File: config.mk
export PLATFORM = sky130hd
export DESIGN_NAME = subtractor_pipe
export DESIGN_NICKNAME = d
export VERILOG_FILES = /design/src/rtl/subtractor_pipe_pkg.sv /design/src/rtl/subtractor_pipe_sub_chunk_stage.sv /design/src/rtl/subtractor_pipe.sv
export SDC_FILE = /design/constraint.sdc
export NUM_CORES = 1
export LEC_CHECK = 0
export BUFFER_PORTS_ARGS = -buffer_cell sky130_fd_sc_hd__buf_4
export CORE_UTILIZATION = 50
export DETAILED_ROUTE_END_ITERATION = 12
export GPL_ROUTABILITY_DRIVEN = 0
export GPL_TIMING_DRIVEN = 0
export PLACE_DENSITY = 0.8
export REMOVE_ABC_BUFFERS = 1
export SLEW_MARGIN = 10
export SYNTH_ARGS = -nofsm -noshare
export SYNTH_HDL_FRONTEND = slang
export SYNTH_SLANG_ARGS = --single-unit
File: constraint.sdc
create_clock -name clk -period 3.6 [get_ports clk]
set_input_delay 0.36 -clock clk [delete_from_list [all_inputs] [get_ports clk]]
set_output_delay 0.36 -clock clk [all_outputs]
set_load 0.1 [all_outputs]
File: src/rtl/subtractor_pipe_pkg.sv
// Shared helpers for the chunked, pipelined subtractor: default sizing and
// chunk geometry functions used when elaborating the stage chain.
package subtractor_pipe_pkg;

    localparam int unsigned DEF_WIDTH       = 62;
    localparam int unsigned DEF_CHUNK_WIDTH = 16;

    function automatic int unsigned ceil_div(input int unsigned n, input int unsigned d);
        return (n + d - 1) / d;
    endfunction

    // Bit offset of chunk k inside the operand.
    function automatic int unsigned chunk_lo(input int unsigned k, input int unsigned cw);
        return k * cw;
    endfunction

    // Width of chunk k; only the top chunk may be narrower than cw.
    function automatic int unsigned chunk_w(input int unsigned k, input int unsigned width,
                                            input int unsigned cw);
        if (k == ceil_div(width, cw) - 1) begin
            return width - k * cw;
        end
        return cw;
    endfunction

endpackage : subtractor_pipe_pkg

File: src/rtl/subtractor_pipe_sub_chunk_stage.sv
// One pipeline stage of the subtractor: resolves a single chunk of a-b from
// the incoming borrow and forwards the still-unconsumed operand bits.
module sub_chunk_stage
    import subtractor_pipe_pkg::*;
#(
    parameter int unsigned WIDTH = DEF_WIDTH,
    parameter int unsigned LO    = 0,
    parameter int unsigned CW    = DEF_CHUNK_WIDTH
) (
    input  logic             clk,
    input  logic             reset,
    input  logic             adv_i,
    input  logic             valid_i,
    input  logic             borrow_i,
    input  logic [WIDTH-1:0] res_i,
    input  logic [WIDTH-1:0] a_i,
    input  logic [WIDTH-1:0] b_i,
    output logic             valid_o,
    output logic             borrow_o,
    output logic [WIDTH-1:0] res_o,
    output logic [WIDTH-1:0] a_o,
    output logic [WIDTH-1:0] b_o
);

    localparam logic [WIDTH-1:0] ONES       = {WIDTH{1'b1}};
    localparam logic [WIDTH-1:0] CHUNK_MASK = (ONES >> (WIDTH - CW)) << LO;
    localparam logic [WIDTH-1:0] DONE_MASK  = ONES >> (WIDTH - LO - CW);

    logic [CW-1:0]    a_ch;
    logic [CW-1:0]    b_ch;
    logic [CW:0]      sum;

    logic             valid_d;
    logic             borrow_d;
    logic [WIDTH-1:0] res_d;
    logic [WIDTH-1:0] a_d;
    logic [WIDTH-1:0] b_d;

    logic             valid_q;
    logic             borrow_q;
    logic [WIDTH-1:0] res_q;
    logic [WIDTH-1:0] a_q;
    logic [WIDTH-1:0] b_q;

    // a - b - bin as a + ~b + !bin; a clear carry-out means a borrow occurred.
    always_comb begin
        a_ch     = CW'(a_i >> LO);
        b_ch     = CW'(b_i >> LO);
        sum      = {1'b0, a_ch} + {1'b0, ~b_ch} + (CW+1)'(!borrow_i);
        valid_d  = valid_i;
        borrow_d = ~sum[CW];
        res_d    = (res_i & ~CHUNK_MASK) | (WIDTH'(sum[CW-1:0]) << LO);
        a_d      = a_i & ~DONE_MASK;
        b_d      = b_i & ~DONE_MASK;
    end

    // Whole pipeline shares one advance enable, so bubbles hold in place too.
    always_ff @(posedge clk) begin
        if (reset) begin
            valid_q  <= 1'b0;
            borrow_q <= 1'b0;
            res_q    <= '0;
            a_q      <= '0;
            b_q      <= '0;
        end else if (adv_i) begin
            valid_q  <= valid_d;
            borrow_q <= borrow_d;
            res_q    <= res_d;
            a_q      <= a_d;
            b_q      <= b_d;
        end
    end

    assign valid_o  = valid_q;
    assign borrow_o = borrow_q;
    assign res_o    = res_q;
    assign a_o      = a_q;
    assign b_o      = b_q;

endmodule : sub_chunk_stage

File: src/rtl/subtractor_pipe.sv
// Pipelined unsigned subtractor: diff = (a - b) mod 2^WIDTH with borrow-out,
// borrow chain split into CHUNK_WIDTH-bit stages under valid/ready control.
module subtractor_pipe
    import subtractor_pipe_pkg::*;
#(
    parameter int unsigned WIDTH       = DEF_WIDTH,
    parameter int unsigned CHUNK_WIDTH = DEF_CHUNK_WIDTH
) (
    input  logic             clk,
    input  logic             reset,
    input  logic             in_valid,
    output logic             in_ready,
    input  logic [WIDTH-1:0] a,
    input  logic [WIDTH-1:0] b,
    output logic             out_valid,
    input  logic             out_ready,
    output logic [WIDTH-1:0] diff,
    output logic             borrow
);

    localparam int unsigned NUM_CHUNKS = ceil_div(WIDTH, CHUNK_WIDTH);

    logic             adv;
    logic             stg_valid  [NUM_CHUNKS];
    logic             stg_borrow [NUM_CHUNKS];
    logic [WIDTH-1:0] stg_res    [NUM_CHUNKS];
    logic [WIDTH-1:0] stg_a      [NUM_CHUNKS];
    logic [WIDTH-1:0] stg_b      [NUM_CHUNKS];

    // The pipeline moves only when the output slot is empty or being drained.
    assign adv      = !out_valid || out_ready;
    assign in_ready = adv;

    for (genvar k = 0; k < NUM_CHUNKS; k++) begin : g_stage
        logic             v_in;
        logic             br_in;
        logic [WIDTH-1:0] res_in;
        logic [WIDTH-1:0] a_in;
        logic [WIDTH-1:0] b_in;

        if (k == 0) begin : g_head
            assign v_in   = in_valid;
            assign br_in  = 1'b0;
            assign res_in = '0;
            assign a_in   = a;
            assign b_in   = b;
        end else begin : g_body
            assign v_in   = stg_valid[k-1];
            assign br_in  = stg_borrow[k-1];
            assign res_in = stg_res[k-1];
            assign a_in   = stg_a[k-1];
            assign b_in   = stg_b[k-1];
        end

        sub_chunk_stage #(
            .WIDTH (WIDTH),
            .LO    (chunk_lo(k, CHUNK_WIDTH)),
            .CW    (chunk_w(k, WIDTH, CHUNK_WIDTH))
        ) u_stage (
            .clk      (clk),
            .reset    (reset),
            .adv_i    (adv),
            .valid_i  (v_in),
            .borrow_i (br_in),
            .res_i    (res_in),
            .a_i      (a_in),
            .b_i      (b_in),
            .valid_o  (stg_valid[k]),
            .borrow_o (stg_borrow[k]),
            .res_o    (stg_res[k]),
            .a_o      (stg_a[k]),
            .b_o      (stg_b[k])
        );
    end

    // The last stage register is the output register.
    assign out_valid = stg_valid[NUM_CHUNKS-1];
    assign diff      = stg_res[NUM_CHUNKS-1];
    assign borrow    = stg_borrow[NUM_CHUNKS-1];

endmodule : subtractor_pipe

==> metrics.cfg, run 1 <==
[synthesis]
synth_xor_xnor_area_share = 0.0165
synth-simple-area-share = 0.208
synth_area_leaders = dfxtp_1 46%, nand2_1 16%, a21oi_1 12%, ha_1 5.0%, clkbuf_1 2.6%
yosysSeqAreaShare = 0.465
synth_edf_count = 0
synth_top_area_cell = dfxtp_1
synth_compound_area_frac = 0.195
syn_area_per_cell_sq_um = 7.79
ys_warn_count = 0
synth_cell_types = 70
synthesis.instances = 1912
synth.cell_area_sq_um = 14900
synth_mux_area_frac = 0.00269
synth_ff_type = dfxtp_1
synth_top_cell_area_share = 0.465
yosys.area_share.adder = 0.0590
ys_seq_elements = 346
synthArstFlopShare = 0
synth_top_family_by_area = simple AND/OR/NAND/NOR gates

[critical_path]
crit_path_top_delay_cell = nor2b_4
arrival_ps = 2580
crit_type = register to output port
worstPathMaxFanout = 141
critPathTopFamily = buffers and inverters
cpPeakStageDelay_ps = 620
critPathRequiredTime_ps = 3240
endpoint_kind = output port
crit_path_start_kind = register
crit_chain = nor2b_4 -> inv_8 -> buf_16 -> buf_4
cp_num_buf_inv = 3

[grt]
overflow = 0
antenna_found_initial = 0
grt_max_degree = 144
grt_pass1_vias = 11900
grt_pass1_wl_mm = 54.5
grt_use_total = 0.209

[clock_tree]
cts_root_buf = clkbuf_16
cts-resized-gates = 0
htreeDepth = 2
clk_latency_ps = 500
cts_buffers = 37
ctsHoldBuffers = 0
cts_setup_buffers = 0
cts.sinks = 346
clk_pin_slew_worst_paths_ps = 60
tritoncts = done
cts.path.max_buffers = 3

[cells_and_area]
final_common_cell = nand2_1
num_antenna_cells = 0
area_growth_pct = 19.4
final_cell_mix = 627 x nand2_1, 350 x a21oi_1, 346 x dfxtp_1
final_layout_size_suffix_gt1_frac = 0.134
nNetsFinal = 2228

[timing]
rsz0062_at_grt = no
slew-limit-headroom = 0.262
finalCriticalPeriod_ps = 2940
hold_violations = 0
fin_ws_ps = 662
finClkSkew_ps = 10.5
fmax_mhz = 340
period_share = 0.816
tightest_slew_ps = 1100
finalMaxSlewViolations = 0
setup_viol = 0

[pwr]
power.leakage_nw = 7.52
power.density_nw_per_um2 = 542
ir_drop_mv = 0.433
total_power_w = 0.00964

[detailed_routing]
drt_iter0_markers = 867
postRouteWirelength_mm = 32.5
viasPerCell = 5.30
first_pass_iters = 6
wire_per_inst_microns = 13.3
drc = 0
antenna_left = 0
vias = 12900

[run]
cap_violations = 0

[worst_hold_path]
hold_class = primary input to register

[die]
dieArea_sq_um = 30500
start_util = 0.514
fp.dieH_microns = 175
num_io_pins = 193
core_sq_um = 29000
rows = 62
die_x_microns = 175

[placement]
dp_slack_ps = 152
dp_hpwl_mm = 21.3
io_buffers = 192

[outcome]
status = finished, final reports clean

==> metal layers <==
metal / routed length (microns) / vias up / global-route usage
li1: - / 6626 / -
met1: 14800 / 5934 / 0.278
met2: 15400 / 326 / 0.349
met3: 1690 / 46 / 0.0368
met4: 601 / 0 / 0.0580
met5: 0 / - / 0
==> logic make-up (layout without fill, tap and decap cells) <==
| family | count (synthesis) | in the layout |
|---|---|---|
| simple gates | 766 | 766 |
| compound gates | 502 | 502 |
| flops | 346 | 346 |
| mux | 4 | 4 |
| fa+ha+maj | 66 | 66 |
| buf+inv | 200 | 343 |
| xor+xnor | 28 | 28 |
==> path summary, 6_finish.rpt <==
check	from	end	slack, ps	cells past startpoint
min reg2reg	g_stage[2].u_stage.a_o[48]	g_stage[2].u_stage.a_o[48]	450	2
min	a[60]	g_stage[0].u_stage.a_o[60]	110	3
max	g_stage[3].u_stage.valid_o	in_ready	660	4
max reg2reg	g_stage[3].u_stage.valid_o	g_stage[0].u_stage.res_o[13]	800	8
==> sequential cells by signal, summed over array words and instances, names as in the netlist <==
| signal | cells |
|---|---|
| g_stage.u_stage.borrow_o | 4 |
| g_stage.u_stage.valid_o | 4 |
| g_stage.u_stage.b_o | 90 |
| g_stage.u_stage.res_o | 158 |
| g_stage.u_stage.a_o | 90 |
==> final cells by class <==
cell class              count  area, sq um
clock buffers              50         1030
fillers                  2552        11200
flip-flops and latches    346         6930
well taps                 384          480
inverters                  78          300
repair buffers            205         1750
clock inverters            10          128
multi-input cells        1366         7170
==> synthesized netlist by cell type (4+ instances only) <==
| master | n |
|---|---|
| nand2_1 | 627 |
| a21oi_1 | 350 |
| dfxtp_1 | 346 |
| clkbuf_1 | 104 |
| inv_1 | 78 |
| ha_1 | 59 |
| nor2_1 | 41 |
| o21ai_0 | 34 |
| nand3_1 | 25 |
| xnor2_1 | 23 |
| nor3_1 | 20 |
| a211oi_1 | 19 |
| a21o_1 | 16 |
| and3_1 | 10 |
| nor2b_1 | 10 |
| o21a_1 | 8 |
| fa_1 | 7 |
| o211ai_1 | 7 |
| a31oi_1 | 6 |
| buf_2 | 6 |
| nand4_1 | 6 |
| o21bai_1 | 6 |
| a211o_1 | 5 |
| o31a_1 | 5 |
| xor2_1 | 5 |
| buf_1 | 4 |
| clkbuf_8 | 4 |
| mux2i_1 | 4 |
| nor4_1 | 4 |
| o31ai_1 | 4 |
==> tightest hold or removal path: cells and delay by family <==
kind                   cells  cell delay (ps)
AND/OR/NAND/NOR            1               40
buffers and inverters      1              110
AO/OA/AOI/OAI              1               50
==> metrics by stage <==
stage / hold WS, ps / std cells / TNS, ps / cell area (sq um) / util
3_3_place_gp: 438 / 2366 / - / 16300 / 0.562
6_report: 113 / 2439 / 0 / 17800 / 0.613
5_1_grt: 95.6 / 2439 / 0 / 17800 / 0.613
4_1_cts: 87.4 / 2439 / 0 / 17800 / 0.613
2_1_floorplan: 425 / 1790 / -9441680 / 14400 / -
3_5_place_dp: 444 / 2379 / 0 / 16600 / 0.573
==> power breakdown <==
part	switching [W]	internal, W	total, W
clock	0.00145	0.00221	0.00366
combinational	0.00110	0.000605	0.00170
sequential	0.000153	0.00412	0.00427
(Power assumes the default switching activity.)
==> run 2: changes to the inputs <==
Clock period 3.6 ns to 2.9 ns, I/O delays scaled along.
==> run 2 against run 1 <==
Utilization about the same. Via count grew 0.34%. First-iteration DRC count grew 3.1%. Critical path type is now register to register. Critical endpoint is now g_stage[2].u_stage.borrow_o. Highest routed layer unchanged.
==> metrics.cfg, run 2 (synthesis gave the netlist of run 1 again) <==
[critical_path]
worst_path_most_repeated_cell = fa_1
critPathLaunch = g_stage[1].u_stage.borrow_o  ; was g_stage[3].u_stage.valid_o
worstPathMaxFanout = 3  ; was 141
crit_path_start_kind = register  ; unchanged
crit_type = register to register  ; was register to output port
reg2reg_from = g_stage[1].u_stage.borrow_o  ; was g_stage[3].u_stage.valid_o
cpPeakStageDelay_ps = 430  ; was 620 ps
crit_path_top_delay_cell = a2111o_1  ; was nor2b_4
crit_chain = inv_1 -> fa_1 -> fa_1 -> a21oi_1 -> o22ai_1 -> o31ai_2 -> a31oi_1 -> a2111o_1 -> o21ai_1  ; was nor2b_4 -> inv_8 -> buf_16 -> buf_4
endpoint_kind = register  ; was output port
critPathRequiredTime_ps = 3330  ; was 3240 ps
arrival_ps = 3170  ; was 2580 ps

[cells_and_area]
nNetsFinal = 2229  ; was 2228
instances_no_fill = 2440  ; was 2439
fin_area_sq_um = 17800  ; about the same
final_common_cell = nand2_1  ; unchanged
multi_input_area_sq_um = 7180  ; was 7170 sq um
final_cell_mix = 626 x nand2_1, 350 x a21oi_1, 346 x dfxtp_1  ; was 627 x nand2_1, 350 x a21oi_1, 346 x dfxtp_1
fillers = 2548  ; was 2552
num_antenna_cells = 0  ; unchanged
final_layout_size_suffix_gt1_frac = 0.135  ; was 0.134
regArea_sq_um = 6930  ; unchanged
area_growth_pct = 19.5  ; was 19.4%
largest_reg_flops = 158  ; unchanged

[timing]
slew-limit-headroom = 0.282  ; was 0.262
fmax_mhz = 365
rsz0062_at_grt = no  ; unchanged
holdWs_ps = 43.5  ; was 113 ps
setup_viol = 0  ; unchanged
hold_violations = 0  ; unchanged
tightest_slew_ps = 1070  ; was 1100 ps
finalMaxSlewViolations = 0  ; unchanged
finalCriticalPeriod_ps = 2740
fin_ws_ps = 158  ; was 662 ps
period_share = 0.946
finClkSkew_ps = 8.96  ; was 10.5 ps

[detailed_routing]
wl_met3_mm = 1.60  ; was 1.69 mm
viasPerCell = 5.32  ; was 5.30
postRouteWirelength_mm = 32.7  ; was 32.5 mm
drt_iter0_markers = 894  ; was 867
met2WireLength_mm = 15.6  ; was 15.4 mm
first_pass_iters = 5  ; was 6
drc = 0  ; unchanged
antenna_left = 0  ; unchanged
wire_per_inst_microns = 13.4  ; was 13.3 microns
top_layer = met4  ; unchanged
vias = 13000  ; was 12900
wl_met1_mm = 14.9  ; was 14.8 mm

[grt]
grt_pass1_wl_mm = 54.5  ; unchanged
grt_max_degree = 144  ; unchanged
overflow = 0  ; unchanged
grt_pass1_vias = 11900  ; unchanged
grt_use_total = 0.209  ; unchanged
antenna_found_initial = 0  ; unchanged

[pwr]
p_sw_frac = 0.280  ; about the same
pwr-share-clk = 0.379  ; was 0.380
p_comb_frac = 0.177  ; about the same
seqPwrFrac = 0.444  ; was 0.443
total_power_w = 0.0120  ; was 0.00964 W
power.leakage_nw = 7.52  ; about the same
intPower_w = 0.00862  ; was 0.00694 W
p_sw_w = 0.00335  ; was 0.00270 W
ir_drop_mv = 0.538  ; was 0.433 mV
power.density_nw_per_um2 = 672  ; was 542 nW/um^2

[die]
dieArea_sq_um = 30500  ; unchanged
fp.dieH_microns = 175  ; unchanged
rows = 62  ; unchanged
num_io_pins = 193  ; unchanged
core_sq_um = 29000  ; unchanged
start_util = 0.514  ; unchanged
die_x_microns = 175  ; unchanged

[clock_tree]
ctsHoldBuffers = 0  ; unchanged
cts_setup_buffers = 0  ; unchanged
cts.sinks = 346  ; unchanged
clk_pin_slew_worst_paths_ps = 60  ; about the same
tritoncts = done  ; unchanged
cts.path.max_buffers = 3  ; unchanged
clk_latency_ps = 490  ; was 500 ps
cts_root_buf = clkbuf_16  ; unchanged
htreeDepth = 2  ; unchanged
cts_buffers = 37  ; unchanged

[outcome]
status = finished, final reports clean  ; unchanged

[placement]
placed_cell_area_sq_um = 16600  ; unchanged
io_buffers = 192  ; unchanged
dp.cells = 2379  ; unchanged
dp_slack_ps = -478  ; was 152 ps
dp_hpwl_mm = 21.3  ; unchanged

[run]
cap_violations = 0  ; unchanged

[worst_hold_path]
hp-start = a[58]  ; was a[60]
hold_class = primary input to register  ; unchanged

-- run 2: changes by cell type in the layout (fill, tap and decap cells not counted) --
cell / before / now
nand2_2: 0 / 1
nand2_1: 627 / 626
nor2b_2: 0 / 1
-- run 2: stage by stage --
step	setup TNS, ps	utilization
floorplan	-9684510	-
finish	0	0.614
global placement	-	0.562
global route	0	0.614
detailed placement	-4310	0.573
CTS	0	0.613
-- run 2: path summary, 6_finish.rpt --
path	end	slack, ps	depth (start not counted)
setup / recovery	g_stage[2].u_stage.borrow_o	160	9
hold / removal	g_stage[0].u_stage.a_o[58]	40	3
hold reg to reg	g_stage[3].u_stage.res_o[18]	450	2
setup reg to reg	g_stage[2].u_stage.borrow_o	160	9
-- run 2: layout make-up --
type / count / share of cell area
Clock buffer: 50 / 0.0581
Timing Repair Buffer: 205 / 0.0985
Tap cell: 384 / 0.0270
Sequential cell: 346 / 0.389
Inverter: 78 / 0.0169
Multi-Input combinational cell: 1367 / 0.403
Clock inverter: 10 / 0.00717
-- run 2: worst max-delay path: cells and delay by family, from the launching register on --
family	cells	cell delay, ps
AOI/OAI and AO/OA	6	1400
buffers and inverters	1	90
adders and majority gates	2	820
DFF	1	350
-- run 2: metal layers --
layer,up-vias,GRT usage
li1,6630,-
met1,6004,0.278
met2,296,0.349
met3,46,0.0368
met4,0,0.0580
met5,-,0
-- run 2: repair_timing --
| item | in CTS | in global routing |
|---|---|---|
| resized for setup | 0 | 1 |
| hold endpoints to repair | 0 | 0 |
| setup endpoints to repair | 0 | 8 |
-- run 2: power groups by stage --
stage | clock (W) | combinational [W] | sequential [W]
global placement | 0 | 0.00207 | 0.00539
CTS | 0.00464 | 0.00212 | 0.00531
floorplan | 0 | 0.000985 | 0.00591
global route | 0.00485 | 0.00230 | 0.00535
finish | 0.00454 | 0.00212 | 0.00531
detailed placement | 0 | 0.00210 | 0.00541
